## src/rtl/serial_bus_frame_arbiter_pkg.sv

```systemverilog
// Shared types and helpers for the round-robin serial frame arbiter.
// Holds the FSM state encoding, default CRC polynomial and frame-length helper.
package serial_bus_frame_arbiter_pkg;

    typedef enum logic [2:0] {
        ST_IDLE,
        ST_START,
        ST_BODY,
        ST_CRCS,
        ST_STOP
    } state_t;

    // x^4 + x + 1 with the implicit top term dropped
    localparam logic [3:0] CRC_POLY_DEFAULT = 4'h3;

    function automatic int frame_len(input int src_w, input int addr_w,
                                     input int data_w, input int crc_w);
        return src_w + addr_w + data_w + crc_w + 2;
    endfunction

endpackage

```

## src/rtl/serial_bus_frame_arbiter_if.sv

```systemverilog
// Station-side bundle: level requests, payloads, destinations in; acks, busy, grant and serial line out.
// Valid/ready: req[i] is a level valid sampled only in the grant cycle; ack[i] is the one-cycle completion.
interface serial_bus_frame_arbiter_if #(
    parameter int N_ST   = 16,
    parameter int DATA_W = 64,
    parameter int ADDR_W = 4
) ();
    import serial_bus_frame_arbiter_pkg::*;

    localparam int SRC_W = (N_ST > 1) ? $clog2(N_ST) : 1;

    logic [N_ST-1:0]        req;
    logic [N_ST*DATA_W-1:0] data;
    logic [N_ST*ADDR_W-1:0] dst_addr;
    logic [N_ST-1:0]        ack;
    logic                   busy;
    logic [SRC_W-1:0]       grant_id;
    logic                   bus_out;
    state_t                 fsm_state;

    modport master (
        output req, data, dst_addr,
        input  ack, busy, grant_id, bus_out, fsm_state
    );

    modport slave (
        input  req, data, dst_addr,
        output ack, busy, grant_id, bus_out, fsm_state
    );

endinterface

```

## src/rtl/serial_bus_frame_arbiter_crc_serial.sv

```systemverilog
// Bit-serial CRC LFSR: remainder of M(x)*x^CRC_W mod P, starting from zero.
module crc_serial
    import serial_bus_frame_arbiter_pkg::*;
#(
    parameter int               CRC_W    = 4,
    parameter logic [CRC_W-1:0] CRC_POLY = CRC_W'(CRC_POLY_DEFAULT)
) (
    input  logic             clock,
    input  logic             reset_n,
    input  logic             clr,
    input  logic             en,
    input  logic             bit_in,
    output logic [CRC_W-1:0] crc_out
);

    logic fb;

    assign fb = crc_out[CRC_W-1] ^ bit_in;

    always_ff @(posedge clock or negedge reset_n) begin
        if (!reset_n) begin
            crc_out <= '0;
        end else if (clr) begin
            crc_out <= '0;
        end else if (en) begin
            crc_out <= {crc_out[CRC_W-2:0], 1'b0} ^ (fb ? CRC_POLY : '0);
        end
    end

endmodule

```

## src/rtl/serial_bus_frame_arbiter.sv

```systemverilog
// Round-robin arbiter over N_ST stations that serialises the granted frame
// (start, SRC, DST, DATA, CRC, stop) MSB first onto a single idle-high line.
module serial_bus_frame_arbiter
    import serial_bus_frame_arbiter_pkg::*;
#(
    parameter int               N_ST     = 16,
    parameter int               DATA_W   = 64,
    parameter int               ADDR_W   = 4,
    parameter int               CRC_W    = 4,
    parameter logic [CRC_W-1:0] CRC_POLY = CRC_W'(CRC_POLY_DEFAULT)
) (
    input logic                       clock,
    input logic                       reset_n,
    serial_bus_frame_arbiter_if.slave bus
);

    localparam int SRC_W   = (N_ST > 1) ? $clog2(N_ST) : 1;
    localparam int BODY_W  = SRC_W + ADDR_W + DATA_W;
    localparam int FRAME_L = frame_len(SRC_W, ADDR_W, DATA_W, CRC_W);
    localparam int CNT_W   = $clog2(FRAME_L);

    state_t            state;
    logic [SRC_W-1:0]  ptr;
    logic [SRC_W-1:0]  grant_id;
    logic [BODY_W-1:0] shreg;
    logic [CNT_W-1:0]  cnt;
    logic [CRC_W-1:0]  crc_sh;
    logic [CRC_W-1:0]  crc_val;
    logic              bus_out_r;
    logic              busy_r;
    logic [N_ST-1:0]   ack_r;

    logic [SRC_W-1:0]  pick;
    logic              pick_vld;
    logic              crc_clr;
    logic              crc_en;

    // First requesting station at or above the pointer, wrapping at N_ST.
    always_comb begin
        pick     = '0;
        pick_vld = 1'b0;
        for (int i = 0; i < N_ST; i++) begin
            if (!pick_vld && bus.req[(int'(ptr) + i) % N_ST]) begin
                pick     = SRC_W'((int'(ptr) + i) % N_ST);
                pick_vld = 1'b1;
            end
        end
    end

    // Each body bit is folded into the CRC on the edge that puts it on the line,
    // so the register is complete during the last body cycle.
    assign crc_clr = (state == ST_IDLE);
    assign crc_en  = (state == ST_START) ||
                     ((state == ST_BODY) && (cnt != CNT_W'(BODY_W - 1)));

    crc_serial #(
        .CRC_W    (CRC_W),
        .CRC_POLY (CRC_POLY)
    ) u_crc (
        .clock   (clock),
        .reset_n (reset_n),
        .clr     (crc_clr),
        .en      (crc_en),
        .bit_in  (shreg[BODY_W-1]),
        .crc_out (crc_val)
    );

    always_ff @(posedge clock or negedge reset_n) begin
        if (!reset_n) begin
            state     <= ST_IDLE;
            ptr       <= '0;
            grant_id  <= '0;
            shreg     <= '0;
            cnt       <= '0;
            crc_sh    <= '0;
            bus_out_r <= 1'b1;
            busy_r    <= 1'b0;
            ack_r     <= '0;
        end else begin
            case (state)
                ST_IDLE: begin
                    bus_out_r <= 1'b1;
                    if (pick_vld) begin
                        grant_id  <= pick;
                        shreg     <= {pick,
                                      bus.dst_addr[pick*ADDR_W +: ADDR_W],
                                      bus.data[pick*DATA_W +: DATA_W]};
                        bus_out_r <= 1'b0;
                        busy_r    <= 1'b1;
                        state     <= ST_START;
                    end
                end
                ST_START: begin
                    bus_out_r <= shreg[BODY_W-1];
                    shreg     <= shreg << 1;
                    cnt       <= '0;
                    state     <= ST_BODY;
                end
                ST_BODY: begin
                    if (cnt == CNT_W'(BODY_W - 1)) begin
                        bus_out_r <= crc_val[CRC_W-1];
                        crc_sh    <= crc_val << 1;
                        cnt       <= '0;
                        state     <= ST_CRCS;
                    end else begin
                        bus_out_r <= shreg[BODY_W-1];
                        shreg     <= shreg << 1;
                        cnt       <= cnt + 1'b1;
                    end
                end
                ST_CRCS: begin
                    if (cnt == CNT_W'(CRC_W - 1)) begin
                        bus_out_r       <= 1'b1;
                        ack_r[grant_id] <= 1'b1;
                        state           <= ST_STOP;
                    end else begin
                        bus_out_r <= crc_sh[CRC_W-1];
                        crc_sh    <= crc_sh << 1;
                        cnt       <= cnt + 1'b1;
                    end
                end
                ST_STOP: begin
                    ack_r  <= '0;
                    busy_r <= 1'b0;
                    ptr    <= (grant_id == SRC_W'(N_ST - 1)) ? '0 : grant_id + 1'b1;
                    state  <= ST_IDLE;
                end
                default: state <= ST_IDLE;
            endcase
        end
    end

    assign bus.bus_out   = bus_out_r;
    assign bus.busy      = busy_r;
    assign bus.ack       = ack_r;
    assign bus.grant_id  = grant_id;
    assign bus.fsm_state = state;

endmodule
```

## src/flat_wrapper.sv

```systemverilog
// flat-port wrapper written by rule: the top's interface ports become plain ports
module serial_bus_frame_arbiter_flat import serial_bus_frame_arbiter_pkg::*;
#(
    parameter int               N_ST     = 16,
    parameter int               DATA_W   = 64,
    parameter int               ADDR_W   = 4,
    parameter int               CRC_W    = 4,
    parameter logic [CRC_W-1:0] CRC_POLY = CRC_W'(CRC_POLY_DEFAULT)
)
  (clock, reset_n, bus_req, bus_data, bus_dst_addr, bus_ack, bus_busy, bus_grant_id, bus_bus_out, bus_fsm_state);
  serial_bus_frame_arbiter_if #(.N_ST(N_ST), .DATA_W(DATA_W), .ADDR_W(ADDR_W)) bus_i ();
  input logic clock;
  input logic reset_n;
  input wire logic [$bits(bus_i.req)-1:0] bus_req;
  input wire logic [$bits(bus_i.data)-1:0] bus_data;
  input wire logic [$bits(bus_i.dst_addr)-1:0] bus_dst_addr;
  output wire logic [$bits(bus_i.ack)-1:0] bus_ack;
  output wire logic [$bits(bus_i.busy)-1:0] bus_busy;
  output wire logic [$bits(bus_i.grant_id)-1:0] bus_grant_id;
  output wire logic [$bits(bus_i.bus_out)-1:0] bus_bus_out;
  output wire logic [$bits(bus_i.fsm_state)-1:0] bus_fsm_state;
  assign bus_i.req = bus_req;
  assign bus_i.data = bus_data;
  assign bus_i.dst_addr = bus_dst_addr;
  assign bus_ack = bus_i.ack;
  assign bus_busy = bus_i.busy;
  assign bus_grant_id = bus_i.grant_id;
  assign bus_bus_out = bus_i.bus_out;
  assign bus_fsm_state = bus_i.fsm_state;
  serial_bus_frame_arbiter #(.N_ST(N_ST), .DATA_W(DATA_W), .ADDR_W(ADDR_W), .CRC_W(CRC_W), .CRC_POLY(CRC_POLY)) u_core (.clock(clock), .reset_n(reset_n), .bus(bus_i));
endmodule
```

## config.mk

```make
export PLATFORM = sky130hd
export DESIGN_NAME = serial_bus_frame_arbiter_flat
export DESIGN_NICKNAME = d
export VERILOG_FILES = /design/src/rtl/serial_bus_frame_arbiter_pkg.sv /design/src/rtl/serial_bus_frame_arbiter_if.sv /design/src/rtl/serial_bus_frame_arbiter_crc_serial.sv /design/src/rtl/serial_bus_frame_arbiter.sv /design/src/flat_wrapper.sv
export SDC_FILE = /design/constraint.sdc
export NUM_CORES = 1
export LEC_CHECK = 0
export CAP_MARGIN = 20
export CELL_PAD_IN_SITES_DETAIL_PLACEMENT = 0
export CELL_PAD_IN_SITES_GLOBAL_PLACEMENT = 1
export CORE_AREA = 3 3 433 435
export CTS_CLUSTER_DIAMETER = 100
export CTS_CLUSTER_SIZE = 25
export DETAILED_ROUTE_END_ITERATION = 6
export DIE_AREA = 0 0 436 438
export PLACE_DENSITY_LB_ADDON = 0.05
export SLEW_MARGIN = 15
export SYNTH_ARGS = -nofsm -noshare
export SYNTH_HDL_FRONTEND = slang
export SYNTH_SLANG_ARGS = --single-unit
```

## constraint.sdc

```tcl
create_clock -name clock -period 5.6 [get_ports clock]
set_input_delay 0.84 -clock clock [delete_from_list [all_inputs] [get_ports clock]]
set_output_delay 0.84 -clock clock [all_outputs]
set_load 0.01 [all_outputs]
```

==> metrics.md <==
| Metric | Value |
|---|---|
| GRT Residual Overflow | 0 |
| Area Growth Syn to Fin | 94.8% |
| Critical-path cell list | clkinv_1 > ha_2 > mux4_2 > mux2_2 > buf_4 > mux2i_1 > nand4_1 > nor4bb_1 > o211ai_1 > a32o_1 > nand2b_4 > buf_12 > mux2i_1 > buf_4 > mux2i_1 > a32oi_1 > buf_4 > a41oi_1 |
| Mux cell area share after synthesis | 18.3% |
| Most frequent cells in the layout | clkdlybuf4s50_1, nand2_1, nand3_1 |
| Initial core utilization | 9.34% |
| Cell Pwr Density | 123 nW/µm² |
| Gpl congestion | about 0.82 |
| Core area | 183,000 µm² |
| Syn nets | approximately 3,800 |
| # rows | around 160 |
| DIE AREA | ~190,000 µm² |
| Wirelength per Cell | 29.5 µm |
| Crit Reg-Reg Startpoint | u_core.ptr[1] |
| CTS tree | yes |
| Io pins | 1,131 |
| Critical Path Source Type | flip-flop |
| CTS sink cnt | 115 |
| Worst R2R Setup Slack | 0.36 ns |
| Vias per inst | 3.94 |
| Post-DP HPWL | between 150 and 200 mm |
| Number of max-cap violations | 0 |
| Sequential fraction of the synthesis area | between 10% and 20% |
| Post-Synth Simple-Gate Area | 40.7% |
| Flops & latches, synth | around 120 |
| Crit share post-route | 93.5% |
| Final min period | between 5 and 6 ns |
| Fill cells | 21,100 |
| Setup violators final | 0 |
| Reg2reg end | u_core.shreg[62] |
| Min-Delay Path Class | input pin to async pin |
| Measured slew at the worst slew-check pin | roughly 1.0 ns |
| Synth Area in Compound Gates | 14.9% |
| Drt drc | 0 |
| Tot Pwr | 4.09 mW |
| Slowest-stage cell, CP | mux4_2 |
| CTS buffer count | 17 |
| Final worst slack | 0.365 ns |
| Hold Buf Count CTS | 0 |
| Syn Inst Count | 2,661 |
| 1st-iter DRT viols | approximately 1,400 |
| Fmax | around 190 MHz |
| Unrepaired setup endpoints after global routing | no |
| Worst-path clk slew | 0.07 ns |
| GRT Resource Usage Total | 18.6% |
| Async SR Flop Fraction | 100% |
| Skew-Pair Late Insertion Delay | 0.51 ns |
| Outcome | complete, no violations |
| Critical Path RT | 5.95 ns |
| Ys flop type | dfrtp_1 |
| # nets final | between 4,000 and 5,000 |
| Critical path type | flip-flop to flip-flop |
| Die Ht | 438 µm |
| CP peak stage delay | 0.64 ns |
| First-pass detailed-route iteration total | 5 |
| Pin count of the biggest net entering global routing | 62 |
| WL final | approximately 190 mm |
| Slew Viols, Final | 0 |
| Crit. End Element | flip-flop |
| Synth Warn # | 0 |
| Most common cell after layout, fill and taps aside | clkdlybuf4s50_1 |
| Initial antenna violation count | between 100 and 150 |
| Routed vias | 24,800 |
| Max rail drop VDD | about 0.21 mV |
| Post-Synth Adder-Cell Area | 0.877% |
| Hold Fails Final Rpt | 0 |
| Slew headroom | 33.2% |
| H-Tree Depth | 4 |
| LEAKAGE | 12.9 nW |
| Largest family of logic cells by synthesized area | simple AND/OR/NAND/NOR gates |
| Post-Syn Area | 17,100 µm² |
| Critical path buffer and inverter count | 5 |
| Syn_area_per_cell | between 6 and 7 µm² |
| Buffers added on ports | 1,130 |
| Synth cell types | 77 |
| Post-place setup slack | -0.233 ns |
| Setup Skew | roughly 0.017 ns |
| Share of layout cells above drive strength 1 | 8.42% |
| Clk buf depth | 2 |
| R2R depth | 18 |
| Crit path arrival time | about 5.6 ns |
| Final hold slack | 0.373 ns |
| XOR/XNOR Fraction of Synth Area | 1.10% |
| Die W | 436 µm |
| CP top delay family | multiplexers |
| Vias in the first global route | 26,300 |
| First-pass GRT wire length | 244 mm |
| Crit-path max FO | 23 |
| DRT antenna net count | 0 |
| Post-synth EDFFs | 0 |
| Root buf cell | clkbuf_16 |
==> kinds of logic after synthesis <==
logic type,after synthesis
AO/OA/AOI/OAI,364
XOR/XNOR,19
adder cells (fa/ha/maj),12
buffers and inverters,264
flip-flops,115
multiplexers,278
AND/OR/NAND/NOR,1609
==> power breakdown <==
group	switching (mW)	internal, mW	total (mW)
clock network	0.574	0.804	1.38
registers	0	0.830	0.830
logic	0.828	1.05	1.88
==> area by class of cell <==
class	instances	area, µm²	area share, %
repair buffers	1346	13500	40.4
multi-input cells	2282	13100	39.2
well taps	2464	3080	9.24
flip-flops and latches	115	2880	8.63
clock buffers	17	425	1.28
clock inverters	15	243	0.728
inverters	26	97.6	0.293
diodes	30	75.1	0.225
==> stage by stage <==
step | std cells | util (%) | TNS, ns | instance area [µm²]
floorplan | 2661 | - | 0 | 17100
global placement | 6233 | 17.8 | -1.18 | 32600
detailed placement | 6233 | 17.8 | -0.975 | 32600
CTS | 6265 | 18.1 | 0 | 33300
global route | 6270 | 18.1 | 0 | 33300
finish | 6295 | 18.2 | 0 | 33400
==> what timing repair did <==
action                     in CTS  in global routing
setup buffers                   0                  0
setup endpoints to repair       1                 30
gates resized for setup         1                  9
==> flip-flops by register name, indices dropped and copies added (netlist names) <==
name and count:
u_core.ptr 4, u_core.bus.bus_out 1, u_core.bus.busy 1, u_core.crc_sh 3, u_core.u_crc.crc_out 4, u_core.bus.ack 16, u_core.bus.fsm_state 3, u_core.bus.grant_id 4
u_core.cnt 7, u_core.shreg 72
==> cell usage after synthesis, drive strengths merged (2+ instances only) <==
master / instances / share of area (%)
o22ai: 5 / 0.18
a41oi: 67 / 3.4
clkinv: 2 / 0.044
o211ai: 7 / 0.31
o2111ai: 6 / 0.31
xnor2: 12 / 0.70
a22oi: 4 / 0.18
or3: 4 / 0.15
nand2b: 8 / 0.34
nand4: 10 / 0.40
nand3: 560 / 16
ha: 12 / 0.88
nand2: 859 / 19
a221o: 2 / 0.12
nor2: 119 / 2.7
o31ai: 10 / 0.47
and4: 3 / 0.15
and3: 11 / 0.40
a21o: 4 / 0.18
inv: 24 / 0.53
nor3: 13 / 0.47
a221oi: 2 / 0.14
buf: 127 / 4.3
xor2: 7 / 0.40
a22o: 2 / 0.10
nor2b: 8 / 0.29
o21ai: 37 / 1.1
a211oi: 5 / 0.25
mux2: 7 / 0.46
a32o: 2 / 0.12
a32oi: 69 / 3.5
a31oi: 4 / 0.15
mux2i: 244 / 14
o21a: 2 / 0.088
mux4: 27 / 3.6
clkbuf: 111 / 2.4
o22a: 2 / 0.10
and2: 4 / 0.15
a21oi: 122 / 3.6
dfrtp: 114 / 17
a311oi: 2 / 0.10
or2: 3 / 0.11
==> layer usage <==
layer  wire, µm  track usage (%)  up-vias
li1           -                -    11800
met1      72400             20.8    12100
met2     103000             36.7      724
met3       8410             3.84      194
met4       1990             2.06       32
met5        216                0        -
==> how the worst max path moves through the flow <==
stage,to,cells after the start,from
after detailed placement,u_core.shreg[36],18,bus_req[5]
final,u_core.shreg[62],18,u_core.ptr[1]
after floorplan,u_core.shreg[24],23,u_core.ptr[1]
after global placement,u_core.shreg[36],18,bus_req[5]
after CTS,u_core.shreg[37],15,u_core.ptr[1]
after global routing,u_core.shreg[37],15,u_core.ptr[1]
Power figures use the tool's default switching activity.
==> RTL change: new RTL, same settings <==
Make the reset (`reset_n`) synchronous in 2 clocked blocks.
--- a/src/rtl/serial_bus_frame_arbiter_crc_serial.sv
+++ b/src/rtl/serial_bus_frame_arbiter_crc_serial.sv
@@ -17,7 +17,7 @@
 
     assign fb = crc_out[CRC_W-1] ^ bit_in;
 
-    always_ff @(posedge clock or negedge reset_n) begin
+    always_ff @(posedge clock) begin
         if (!reset_n) begin
             crc_out <= '0;
         end else if (clr) begin
--- a/src/rtl/serial_bus_frame_arbiter.sv
+++ b/src/rtl/serial_bus_frame_arbiter.sv
@@ -65,7 +65,7 @@
         .crc_out (crc_val)
     );
 
-    always_ff @(posedge clock or negedge reset_n) begin
+    always_ff @(posedge clock) begin
         if (!reset_n) begin
             state     <= ST_IDLE;
             ptr       <= '0;
Function: not settled (the Yosys comparison gave no result); the edit may change what the design does.
==> RTL change against the original RTL <==
  * Final area up 2.8%
  * Hold slack better by 0.099 ns
  * Routed wire length up 3.8%
  * Area after synthesis down 1.2%
  * Power up 21%
  * Sequential cell count unchanged
  * Worst setup slack worse by 0.050 ns
  * Critical path type unchanged
==> RTL change: results (changes against the original RTL) <==
HP Class=reg2reg; Top FF cell, synth=dfxtp_1; Routed Antenna Nets=0 (unchanged); final-layout fill cell count=20900 (-1.0%); Leak Pwr=13.1 nW (+1.6%); complex-gate fraction of the synthesized area=0.323 (+0.175); Worst Path Arrival=5.66 ns (+0.08 ns); dpl hpwl=167 mm (+6.6%); Seq area share=0.0672 (-0.0192); worst hold path stage count=2; DP Cell Count=6158 (-1.2%); Multi-input gate area=0.0135 mm^2 (+3.1%); worst r2r src=u_core.ptr[1]; outcome=complete, no violations; Sw Share=0.390 (+0.0469); inverter count=15 (-42%); pin count of the biggest net entering global routing=72 (+16%); Clock-cell share=0.0176 (-0.00244); Fmax=0.189 GHz (-0.95%); multi-input gate count=2090 (-8.4%); DP Worst Slack=-0.372 ns (-0.139 ns); WL/cell=30.9 um (+5.0%); XOR/XNOR Fraction of Synth Area=0.0108 (-0.000233); top post-synthesis cells by count=nand2_1 (556), a211oi_1 (352), mux2i_1 (232), a21oi_1 (177), nor2_1 (164); Critical Path Fanout Max=12 (-48%); Clock Skew=0.0269 ns (+0.00983 ns); wirelength, routed=193 mm (+3.8%); yosys synthesis warning count=0 (unchanged); Avg Inst Size Synth=6.84 um^2 (+6.2%); buffering overhead=0.428 (+0.0241); Fin Hold WS=0.472 ns (+0.0989 ns); adder-cell share of the synthesized area=0.00887 (+0.000109); register area=0.00230 mm^2 (-20%); asr flop ratio synth=0 (-1.00); maximum vdd drop=209 uV (-1.8%); relative slew slack=0.418 (+0.0860); area leader, netlist=a211oi_1; Non-CTS buffers=1474 (+9.5%); Seq/Total Area, Yosys=0.136 (-0.0320); Worst Setup EP=u_core.shreg[5]; Ant. Diodes=31 (+3.3%); max FFs per register=72 (unchanged); clkbuf count=20 (+3); vias in the first global route=26000 (-1.1%); Vias=24700 (-0.66%); gpl congestion=0.874 (+6.7%); initial DRC count=1263 (-12%); r2r setup slk=0.31 ns (-0.05 ns); cells after synthesis=2474 (-7.0%); Final #Nets=4831 (-1.5%); initial antenna violation count=134 (+20%); Post-Synthesis Net Count=3592 (-4.9%); share of cells above drive strength 1=0.123 (+0.0390); largest cells by area after synthesis=a211oi_1 (16%), mux2i_1 (14%), dfxtp_1 (14%), nand2_1 (12%), a21oi_1 (5.2%); seq_cells=115 (unchanged); first-pass GRT wire length=249 mm (+1.9%); total track usage=0.193 (+0.00667); mux share of post-synthesis cell area=0.197 (+0.0147); placed cell areas=0.0336 mm^2 (+3.0%)
==> RTL change: cell count changes in the layout (fill, tap and decap cells not counted), moves of 70 or more <==
cell / change
nand3_1: -542
a211oi_1: +346
nand2_1: -302
and3_1: +129
dfxtp_1: +114
dfrtp_1: -113
buf_4: +110
a31oi_1: +70
==> RTL change: what timing repair did <==
item                                    4_1_cts  5_1_grt
endpoints found under the setup margin        2       19
pin swaps                                     0        1
resized for setup                             2        8
==> RTL change: logic make-up after synthesis <==
| group | count (synthesis) |
|---|---|
| and+or+nand+nor | 952 |
| AOI/OAI and AO/OA | 822 |
| muxes | 284 |
| buffers and inverters | 269 |
| DFF | 115 |
| xor gates and xnor gates | 20 |
| adders and majority gates | 12 |
==> RTL change: critical path, cell delays in order, from the launching register on <==
cell,delay [ns]
dfxtp_1,0.44
buf_4,0.20
ha_1,0.38
xnor2_1,0.16
buf_4,0.20
mux4_2,0.59
mux2_4,0.33
nand3_2,0.09
nor2_1,0.08
or4_1,0.52
o311a_1,0.43
a32oi_4,0.33
buf_12,0.21
buf_12,0.16
mux2i_1,0.41
buf_4,0.19
o22ai_1,0.07
nor2_1,0.21
a31oi_1,0.11
==> RTL change: power by group through the flow <==
stage | logic, mW | clock network (mW) | registers [mW]
3_5_place_dp | 2.78 | 0 | 1.01
6_report | 2.71 | 1.25 | 0.991
5_1_grt | 2.94 | 1.34 | 1.00
4_1_cts | 2.79 | 1.33 | 0.992
3_3_place_gp | 2.81 | 0 | 1.01
2_1_floorplan | 1.02 | 0 | 0.973
==> RTL change: routing by layer <==
metal  vias to the layer above  part of all wire  global-route usage  wire (um)
li1                      11800                 -                   -          -
met1                     11800              0.40               0.219      76900
met2                       754              0.55               0.375     105000
met3                       243             0.040              0.0369       7660
met4                        40             0.014              0.0284       2710
met5                         -            0.0014                   0        267
